==> src/rtl/gray_bin_conv_pipe.sv <==
// Registered Gray<->binary converter with a single-entry valid/ready output slot.
// Define GRAY_STEP_CHECK_EN to build the Gray step checker and its error counter.
module gray_bin_conv_pipe #(
  parameter int WIDTH = 8,
  parameter int CNT_W = 8
) (
  input  logic             clk,
  input  logic             rst,
  input  logic             in_valid,
  output logic             in_ready,
  input  logic             mode,
  input  logic [WIDTH-1:0] din,
  output logic             out_valid,
  input  logic             out_ready,
  output logic [WIDTH-1:0] dout,
  output logic             mode_out,
  output logic             step_err,
  output logic [CNT_W-1:0] err_cnt
);

  // Handshake: a word moves when valid & ready are both high at a rising edge;
  // the slot refills in the same cycle it drains, so there is no bubble.
  logic             accept;
  logic [WIDTH-1:0] g2b;
  logic [WIDTH-1:0] b2g;
  logic [WIDTH-1:0] conv;
  logic             out_valid_q, out_valid_d;
  logic [WIDTH-1:0] dout_q, dout_d;
  logic             mode_out_q, mode_out_d;
  logic             flag;

  assign in_ready = !out_valid_q || out_ready;
  assign accept   = in_valid && in_ready;

  always_comb begin
    g2b = '0;
    for (int i = 0; i < WIDTH; i++) begin
      g2b[i] = ^(din >> i);
    end
    b2g  = din ^ (din >> 1);
    conv = mode ? b2g : g2b;
  end

  always_comb begin
    out_valid_d = out_valid_q;
    dout_d      = dout_q;
    mode_out_d  = mode_out_q;
    if (accept) begin
      out_valid_d = 1'b1;
      dout_d      = conv;
      mode_out_d  = mode;
    end else if (out_ready) begin
      out_valid_d = 1'b0;
    end
  end

  always_ff @(posedge clk or posedge rst) begin
    if (rst) begin
      out_valid_q <= 1'b0;
      dout_q      <= '0;
      mode_out_q  <= 1'b0;
    end else begin
      out_valid_q <= out_valid_d;
      dout_q      <= dout_d;
      mode_out_q  <= mode_out_d;
    end
  end

`ifdef GRAY_STEP_CHECK_EN
  localparam int DW = $clog2(WIDTH + 1);

  logic [WIDTH-1:0] prev_g_q, prev_g_d;
  logic             prev_vld_q, prev_vld_d;
  logic             step_err_q, step_err_d;
  logic [CNT_W-1:0] err_cnt_q, err_cnt_d;
  logic [WIDTH-1:0] diff;
  logic [DW-1:0]    dist;

  always_comb begin
    diff = din ^ prev_g_q;
    dist = '0;
    for (int i = 0; i < WIDTH; i++) begin
      dist = dist + DW'(diff[i]);
    end
    flag = !mode && prev_vld_q && (dist > DW'(1));
  end

  always_comb begin
    prev_g_d   = prev_g_q;
    prev_vld_d = prev_vld_q;
    step_err_d = step_err_q;
    err_cnt_d  = err_cnt_q;
    if (accept) begin
      step_err_d = flag;
      if (!mode) begin
        prev_g_d   = din;
        prev_vld_d = 1'b1;
      end
      // Counter sticks at all-ones until reset.
      if (flag && (err_cnt_q != {CNT_W{1'b1}})) begin
        err_cnt_d = err_cnt_q + CNT_W'(1);
      end
    end
  end

  always_ff @(posedge clk or posedge rst) begin
    if (rst) begin
      prev_g_q   <= '0;
      prev_vld_q <= 1'b0;
      step_err_q <= 1'b0;
      err_cnt_q  <= '0;
    end else begin
      prev_g_q   <= prev_g_d;
      prev_vld_q <= prev_vld_d;
      step_err_q <= step_err_d;
      err_cnt_q  <= err_cnt_d;
    end
  end

  assign step_err = step_err_q;
  assign err_cnt  = err_cnt_q;
`else
  assign flag     = 1'b0;
  assign step_err = flag;
  assign err_cnt  = '0;
`endif

  assign out_valid = out_valid_q;
  assign dout      = dout_q;
  assign mode_out  = mode_out_q;

endmodule

==> config.mk <==
export PLATFORM = sky130hd
export DESIGN_NAME = gray_bin_conv_pipe
export DESIGN_NICKNAME = d
export VERILOG_FILES = /design/src/rtl/gray_bin_conv_pipe.sv
export SDC_FILE = /design/constraint.sdc
export NUM_CORES = 1
export LEC_CHECK = 0
export CORE_UTILIZATION = 38
export DETAILED_ROUTE_END_ITERATION = 10
export GPL_TIMING_DRIVEN = 0
export PLACE_DENSITY = 0.78
export REMOVE_ABC_BUFFERS = 1
export SYNTH_ARGS = -nofsm -noshare
export SYNTH_HDL_FRONTEND = slang
export SYNTH_SLANG_ARGS = --single-unit
==> constraint.sdc <==
create_clock -name clk -period 1.4 [get_ports clk]
set_input_delay 0.14 -clock clk [delete_from_list [all_inputs] [get_ports clk]]
set_output_delay 0.14 -clock clk [all_outputs]
set_load 0.005 [all_outputs]
# Yosys cells after proc, flatten, opt, wreduce, memory -nomap -nowiden
# Cells that the tools add are included.
[word_totals]
register_bits = 10
in_bits = 13
out_inout_bits = 20
word_cells = 19
[op_classes]
mux = 3
bitwise_logic = 1
n_reduce_logical = 12
[op_table]
columns = ["operator", "count"]
rows = [
  ["8-bit parity", 8],
  ["8-bit two-way mux", 1],
  ["8-bit by 7-bit XOR with 8-bit output", 1],
  ["1-bit two-way mux", 2],
  ["2-bit nonzero test", 1],
  ["1-bit logical AND", 1],
  ["1-bit zero test", 1],
  ["1-bit logical OR", 1],
]

# Logic depth before layout (Yosys ltp)
# Gate-level depths: netlist (run 1).
[depth]
ltp_word = 4
mapped_depth = 5
ltp_nobuf = 4

# Worst setup path before layout (run 1)
# OpenSTA, ideal clock, no wires.
[synth_timing]
path_type = "input to register"
from = "input din[7]"
to = "register dout_q[0] (netlist: dout[0])"
setup_time_ns = 0.069
arrival_ns = 1.483
required_ns = 1.331
slack_ns = -0.151
cell_stages = 4
path_buffers = 0
path_cell_list = "xnor3_2 xnor3_1 or4_1 nand3_1"
[synth_via]
elab_chain_cells = 2
[synth_lines]
columns = ["element", "line_no", "rtl"]
rows = [
  ["start: declaration", "12", "input logic [WIDTH-1:0] din,"],
  ["8-bit parity", "38", "g2b[i] = ^(din >> i);"],
  ["8-bit two-way mux", "41", "conv = mode ? b2g : g2b;"],
  ["end signal: assignment", "64", "dout_q <= dout_d;"],
  ["end: declaration", "28", "logic [WIDTH-1:0] dout_q, dout_d;"],
]
# No other way between the ends.
# A chain may end at the register's enable or synchronous reset.

# Final worst setup path (run 1)
[layout_timing]
from = "input din[6]"
to = "register dout_q[0] (netlist: dout[0])"
# The elaborated chain is that of the path after synthesis.

==> Flow_metrics.wiki, run 1 <==
{| class="wikitable"
! Metric !! Value
|-
| DRC viols || 0
|-
| Standard cell area after detailed placement || 850.8 µm²
|-
| Number of hold violations in the final report || 0
|-
| Cells after DPL || 106
|-
| Cell area after synthesis || 645.6 µm²
|-
| WHS Endpoint || dout[7]$_DFFE_PP0P_
|-
| Highest-count cells in the layout ignoring fill and taps || 16 x sky130_fd_sc_hd__clkdlybuf4s50_1, 14 x sky130_fd_sc_hd__nand2_1, 10 x sky130_fd_sc_hd__dfrtp_1
|-
| Layout cells sized above 1 || 0.1531
|-
| Detailed-placement wirelength estimate || 863.3 µm
|-
| Multi-input gate area || 369.1 µm²
|-
| Total count of max-transition violations in the final report || 0
|-
| Run status || finished clean
|-
| Initial Util || 0.4188
|-
| Flop2flop setup slack || 0.11 ns
|-
| Die outline width || 43.22 µm
|-
| Gate count of the mapped netlist || 70
|-
| GRT Overall Usage || 0.1427
|-
| Hold_sp || din[7]
|-
| Final #Nets || 113
|-
| Leakage dissipation || 0.4475 nW
|-
| Final wirelength || 1235 µm
|-
| Classification of the worst-slack hold path || input pin to register
|-
| Setup repair after global routing missed its margin || no
|-
| Vias in the first global route || 456
|-
| Number of routed nets with antenna violations || 0
|-
| Global-route wire length before repair || 2001 µm
|-
| Cell chain of the critical path || buf_2, xnor3_2, xnor3_1, or4_1, nand3_1
|-
| Total die area || 1868 µm²
|-
| Average instance area after synthesis || 9.223 µm²
|-
| End-of-flow core utilization || 0.5990
|-
| Number of buffers added on ports || 23
|-
| Number of vias per cell || 4.956
|-
| Worst path max stage delay || 0.40 ns
|-
| Distinct cell type count after synthesis || 18
|-
| Post-synthesis cell type with the largest combined area || sky130_fd_sc_hd__dfrtp_1
|-
| Startpoint Class || input pin
|-
| Finished layout cell area || 923.4 µm²
|-
| Number of top-level design ports || 33
|-
| Final worst clock skew || 0.002679 ns
|-
| Final period util || 0.9485
|-
| Cts-stage hold buffer count || 0
|-
| CP Class || input pin to register
|-
| Total via count after detailed routing || 565
|-
| Total congestion overflow after global routing || 0
|-
| Power density over the cells || 976.0 nW/µm²
|-
| Post-CTS clock slew at the launch and capture registers of the worst setup and hold paths || 0.06 ns
|-
| Hold Slack || 0.09320 ns
|-
| Clk Latency, worst-skew pair || 0.25 ns
|-
| Site Rows || 14
|-
| Maximum clock rate || 0.7530 GHz
|-
| Die H || 43.22 µm
|-
| Post-layout worst setup margin || 0.07204 ns
|-
| Antenna violations before repair || 0
|-
| Hold depth || 3
|-
| Clock tree from TritonCTS || built
|-
| Category of the worst setup path capture point || register
|-
| Final setup fails || 0
|-
| Count of state elements after synthesis || 10
|-
| Depth of the worst register-to-register path || 4
|-
| Clock Sinks || 10
|-
| Number of detailed-routing iterations run before antenna repair || 4
|-
| Final Wtd Congestion || 0.7343
|-
| Tmin final || 1.328 ns
|-
| Fill cell total of the finished layout || 145
|-
| Cells taking the most area after synthesis || sky130_fd_sc_hd__dfrtp_1 39%, sky130_fd_sc_hd__buf_4 10%, sky130_fd_sc_hd__nand2_1 8.7%
|-
| Pin count of the biggest net entering global routing || 17
|-
| Startpoint of the lowest-slack register-to-register path || out_valid$_DFFE_PP0P_
|-
| Yosys warnings || 0
|-
| Root buffer selected by CTS || sky130_fd_sc_hd__clkbuf_4
|-
| Number of buffers on the longest clock path || 2
|-
| Largest fanout on the critical path || 3
|-
| Final cell count without fillers || 114
|-
| Core Box Area || 1541 µm²
|-
| Worst flop-to-flop path endpoint || dout[1]$_DFFE_PP0P_
|-
| Post-synth top area share || 0.3876
|-
| Register area || 250.2 µm²
|-
| Worst ir drop on vdd || 0.0004275 V
|-
| Post-DR wirelength/cell || 10.83 µm
|-
| Dpl ws || -0.8027 ns
|-
| Critical path arrival || 1.52 ns
|-
| CTS H-Tree Depth || 1
|-
| 1st-iter DRT viols || 5
|-
| Clock buffers created by TritonCTS || 3
|-
| Commonest non-fill, non-tap cell in the layout || sky130_fd_sc_hd__clkdlybuf4s50_1
|-
| Seq/Total Area, Yosys || 0.3876
|-
| Required time at the worst-slack endpoint || 1.59 ns
|-
| Slowest cell on the critical path || sky130_fd_sc_hd__xnor3_2
|-
| Maximum capacitance violations || 0
|-
| Layout overhead on the synthesized area || 43.02%
|-
| Number of inserted diodes || 0
|}
[synth_stat cells, drive strengths merged]
| library cell | instances |
|---|---|
| nand2b | 2 |
| conb | 1 |
| nor2 | 1 |
| o211ai | 3 |
| buf | 9 |
| xor2 | 6 |
| xnor2 | 5 |
| inv | 1 |
| xnor3 | 2 |
| nand2 | 15 |
| clkbuf | 2 |
| nand3 | 3 |
| o21ai | 5 |
| dfrtp | 10 |
| and2 | 1 |
| nor2b | 1 |
| or4 | 3 |
[final cells by class]
class                           instances  area share
Timing Repair Buffer                   28      0.2791
Clock buffer                            3     0.02439
Inverter                                1    0.004065
Tap cell                               16     0.02168
Sequential cell                        10      0.2710
Multi-Input combinational cell         56      0.3997
[critical path, delay by kind of cell]
family,cells,cell delay (ns)
XOR/XNOR,2,0.76
AND/OR/NAND/NOR,2,0.49
buffers and inverters,1,0.13
[state kept, by name, indices dropped and copies added, names as in the netlist]
name	flops
out_valid	1
mode_out	1
dout	8
[worst max-delay path by stage]
stage / cells after the start / slack [ns] / start / end
2_1_floorplan: 4 / -0.15 / din[7] / dout[0]$_DFFE_PP0P_
3_3_place_gp: 5 / -0.77 / din[7] / dout[0]$_DFFE_PP0P_
3_5_place_dp: 5 / -0.80 / din[7] / dout[0]$_DFFE_PP0P_
4_1_cts: 6 / 0.03 / din[7] / dout[2]$_DFFE_PP0P_
5_1_grt: 5 / 0.01 / din[6] / dout[0]$_DFFE_PP0P_
6_report: 5 / 0.07 / din[6] / dout[0]$_DFFE_PP0P_
[repair_timing]
item | CTS | global route
buffers inserted | 5 | 0
cloned | 0 | 0
setup endpoints to repair | 6 | 3
pin swaps | 4 | 5
gates resized for setup | 17 | 6
[power breakdown]
part           internal (mW)  switching [mW]  leakage, nW
registers              0.340          0.0260        0.122
clock network         0.0987          0.0868       0.0138
logic                  0.216           0.134        0.312
total                  0.655           0.246        0.448
[stage by stage]
step                      total power, mW  setup TNS [ns]
final                              0.9012               0
after detailed placement           0.6844          -2.749
after global routing               0.9630               0
after floorplan                    0.5110         -0.1772
after global placement             0.6761          -2.558
after CTS                          0.9038               0
[metal layers]
layer  track usage  up-vias  routed length, µm  part of all wire
met3       0.04681        4                 88             0.071
met4       0.05455        0                 10            0.0081
met5             0        -                  0                 0
met1        0.1645      265                546              0.44
li1              -      271                  -                 -
met2        0.2418       25                589              0.48
[cells by family (layout without fill, tap and decap cells)]
kind of cell | after synthesis | count (layout) | share of synthesized area
AND/OR/NAND/NOR | 26 | 26 | 0.1899
XOR/XNOR | 13 | 13 | 0.2209
buffers and inverters | 12 | 32 | 0.1221
flip-flops | 10 | 10 | 0.3876
AO/OA/AOI/OAI | 8 | 8 | 0.07363
other | 1 | 9 | 0.005808
Note: power is estimated with default switching activity, not from simulation.
==> inputs of run 2 (changes only) <==
--- a/config.mk
+++ b/config.mk
@@ -5,10 +5,13 @@
 export SDC_FILE = /design/constraint.sdc
 export NUM_CORES = 1
 export LEC_CHECK = 0
-export CORE_UTILIZATION = 38
+export CORE_AREA = 2 2 39 41
+export CTS_CLUSTER_SIZE = 24
 export DETAILED_ROUTE_END_ITERATION = 10
+export DIE_AREA = 0 0 41 43
+export DONT_BUFFER_PORTS = 1
 export GPL_TIMING_DRIVEN = 0
-export PLACE_DENSITY = 0.78
+export PLACE_DENSITY = 0.64
 export REMOVE_ABC_BUFFERS = 1
 export SYNTH_ARGS = -nofsm -noshare
 export SYNTH_HDL_FRONTEND = slang
==> run 2 against run 1 <==
Sequential cell count unchanged; core utilization fell by 8.5 points; sequential power grew 4%; final area shrank 23%; maximum frequency about the same; combinational power fell by 52%; clock power up 39%; critical path depth is 1 lower; final cell count fell by 20%; largest power group unchanged.
==> Flow_metrics.wiki, run 2 (same netlist as run 1, synthesis figures left out) <==
{| class="wikitable"
! Metric !! Value
|-
| Worst path max stage delay || 0.47 ns
|-
| Source of the critical timing path || din[7]
|-
| Final cell count without fillers || 91
|-
| Run status || finished clean
|-
| Number of inserted diodes || 0
|-
| Core Box Area || 1384 µm²
|-
| GRT Overall Usage || 0.1388
|-
| Layout cells sized above 1 || 0.09333
|-
| Startpoint of the lowest-slack register-to-register path || out_valid$_DFFE_PP0P_
|-
| Layout overhead on the synthesized area || 10.27%
|-
| Crit path max-delay family || XOR/XNOR gates
|-
| Cells after DPL || 83
|-
| Setup repair after global routing missed its margin || no
|-
| Final period util || 0.9492
|-
| Clk Latency, worst-skew pair || 0.26 ns
|-
| Vias in the first global route || 433
|-
| Highest-count cells in the layout ignoring fill and taps || 14 x sky130_fd_sc_hd__nand2_1, 10 x sky130_fd_sc_hd__dfrtp_1, 9 x sky130_fd_sc_hd__conb_1
|-
| Critical path arrival || 1.52 ns
|-
| Fill cell total of the finished layout || 145
|-
| CP Class || input pin to register
|-
| Met3 track utilization from global routing || 0.03141
|-
| Met1 Use GR || 0.1492
|-
| Final #Nets || 89
|-
| Clock Sinks || 10
|-
| Number of routed nets with antenna violations || 0
|-
| Required time at the worst-slack endpoint || 1.60 ns
|-
| Worst Path Buf+Inv || 0
|-
| Final wirelength || 1110 µm
|-
| Sum of negative setup slack || 0 ns
|-
| Die H || 43 µm
|-
| Hold_sp || mode
|-
| Global-route wire length before repair || 1669 µm
|-
| Final Wtd Congestion || 0.7091
|-
| Classification of the worst-slack hold path || input pin to register
|-
| Power density over the cells || 1131 nW/µm²
|-
| Number of detailed-routing iterations run before antenna repair || 4
|-
| Cell chain of the critical path || xnor3_2, xnor3_1, or4_1, nand3_1
|-
| CTS H-Tree Depth || 1
|-
| Leakage dissipation || 0.3452 nW
|-
| Clock buffers created by TritonCTS || 3
|-
| Number of hold violations in the final report || 0
|-
| End-of-flow core utilization || 0.5145
|-
| DRC viols || 0
|-
| Number of vias per cell || 4.978
|-
| Root buffer selected by CTS || sky130_fd_sc_hd__clkbuf_4
|-
| Maximum clock rate || 0.7525 GHz
|-
| Initial Util || 0.4665
|-
| Site Rows || 14
|-
| Slowest cell on the critical path || sky130_fd_sc_hd__or4_1
|-
| Total congestion overflow after global routing || 0
|-
| Busiest layer in global routing || met2
|-
| Total die area || 1763 µm²
|-
| Commonest non-fill, non-tap cell in the layout || sky130_fd_sc_hd__nand2_1
|-
| Post CTS Setup Buffer Count || 0
|-
| 1st-iter DRT viols || 6
|-
| Register area || 250.2 µm²
|-
| Met2 track utilization from global routing || 0.2313
|-
| Die outline width || 41 µm
|-
| Clock tree from TritonCTS || built
|-
| Max reg flops || 8
|-
| Maximum capacitance violations || 0
|-
| Number of top-level design ports || 33
|-
| Multi-input gate area || 361.6 µm²
|-
| Largest fanout on the critical path || 5
|-
| Detailed-placement wirelength estimate || 838.8 µm
|-
| Post-CTS clock slew at the launch and capture registers of the worst setup and hold paths || 0.07 ns
|-
| Tmin final || 1.329 ns
|-
| Number of buffers on the longest clock path || 2
|-
| Worst ir drop on vdd || 0.0004315 V
|-
| Startpoint Class || input pin
|-
| Final setup fails || 0
|-
| Pin count of the biggest net entering global routing || 17
|-
| Number of buffers added on ports || 0
|-
| Total count of max-transition violations in the final report || 0
|-
| Antenna violations before repair || 0
|-
| Post-DR wirelength/cell || 12.20 µm
|-
| Category of the worst setup path capture point || register
|-
| Final worst clock skew || 0.007900 ns
|-
| Total via count after detailed routing || 453
|}
-- run 2: cell count changes in the layout (fill, tap and decap cells not counted) --
cell	delta
sky130_fd_sc_hd__clkbuf_8	+1
sky130_fd_sc_hd__buf_4	-4
sky130_fd_sc_hd__xnor2_1	+1
sky130_fd_sc_hd__clkdlybuf4s50_1	-16
sky130_fd_sc_hd__dlygate4sd3_1	+4
sky130_fd_sc_hd__xnor2_2	-1
sky130_fd_sc_hd__buf_6	-2
sky130_fd_sc_hd__dlygate4sd2_1	-4
sky130_fd_sc_hd__buf_2	-2
-- run 2: final timing paths --
check / cells past startpoint / end / slack [ns]
max: 4 / dout[0]$_DFFE_PP0P_ / 0.07
min: 2 / dout[2]$_DFFE_PP0P_ / 0.04
max reg2reg: 4 / dout[1]$_DFFE_PP0P_ / 0.09
min reg2reg: 2 / mode_out$_DFFE_PP0P_ / 0.50
max in group asynchronous: 2 / dout[6]$_DFFE_PP0P_ / 0.83
min in group asynchronous: 2 / dout[7]$_DFFE_PP0P_ / 0.29
-- run 2: layout make-up --
type                    count  share of cell area
repair buffers              4             0.05624
inverters                   1            0.005272
multi-input cells          56              0.5079
well taps                  16             0.02812
flip-flops and latches     10              0.3515
clock buffers               4             0.05097
-- run 2: per-layer routing --
| layer | vias to the layer above | share of wire | routed length [µm] |
|---|---|---|---|
| met5 | - | 0 | 0 |
| met1 | 210 | 0.39 | 430 |
| met3 | 2 | 0.077 | 86 |
| met4 | 0 | 0.013 | 14 |
| met2 | 17 | 0.52 | 578 |
| li1 | 224 | - | - |
-- run 2: power breakdown --
group	leakage [nW]	switching [mW]	internal, mW
logic	0.203	0.0816	0.0844
registers	0.122	0.0396	0.341
clock network	0.0210	0.101	0.158
total	0.345	0.223	0.583
-- run 2: stage by stage --
stage	hold slack [ns]	power, mW	setup slack [ns]	area, µm²
2_1_floorplan	-0.01982	0.5110	-0.1512	600.6
5_1_grt	0.05594	0.8644	0.006648	711.9
6_report	0.04476	0.8053	0.07110	711.9
3_5_place_dp	0.03128	0.5430	-0.2095	620.6
4_1_cts	0.04477	0.8187	0.07097	711.9
3_3_place_gp	0.02814	0.5359	-0.1925	620.6
-- run 2: timing repair --
item,CTS,global route
endpoints found under the setup margin,3,0
hold buffers,4,0
gates resized for setup,3,0
endpoints found under the hold margin,13,0
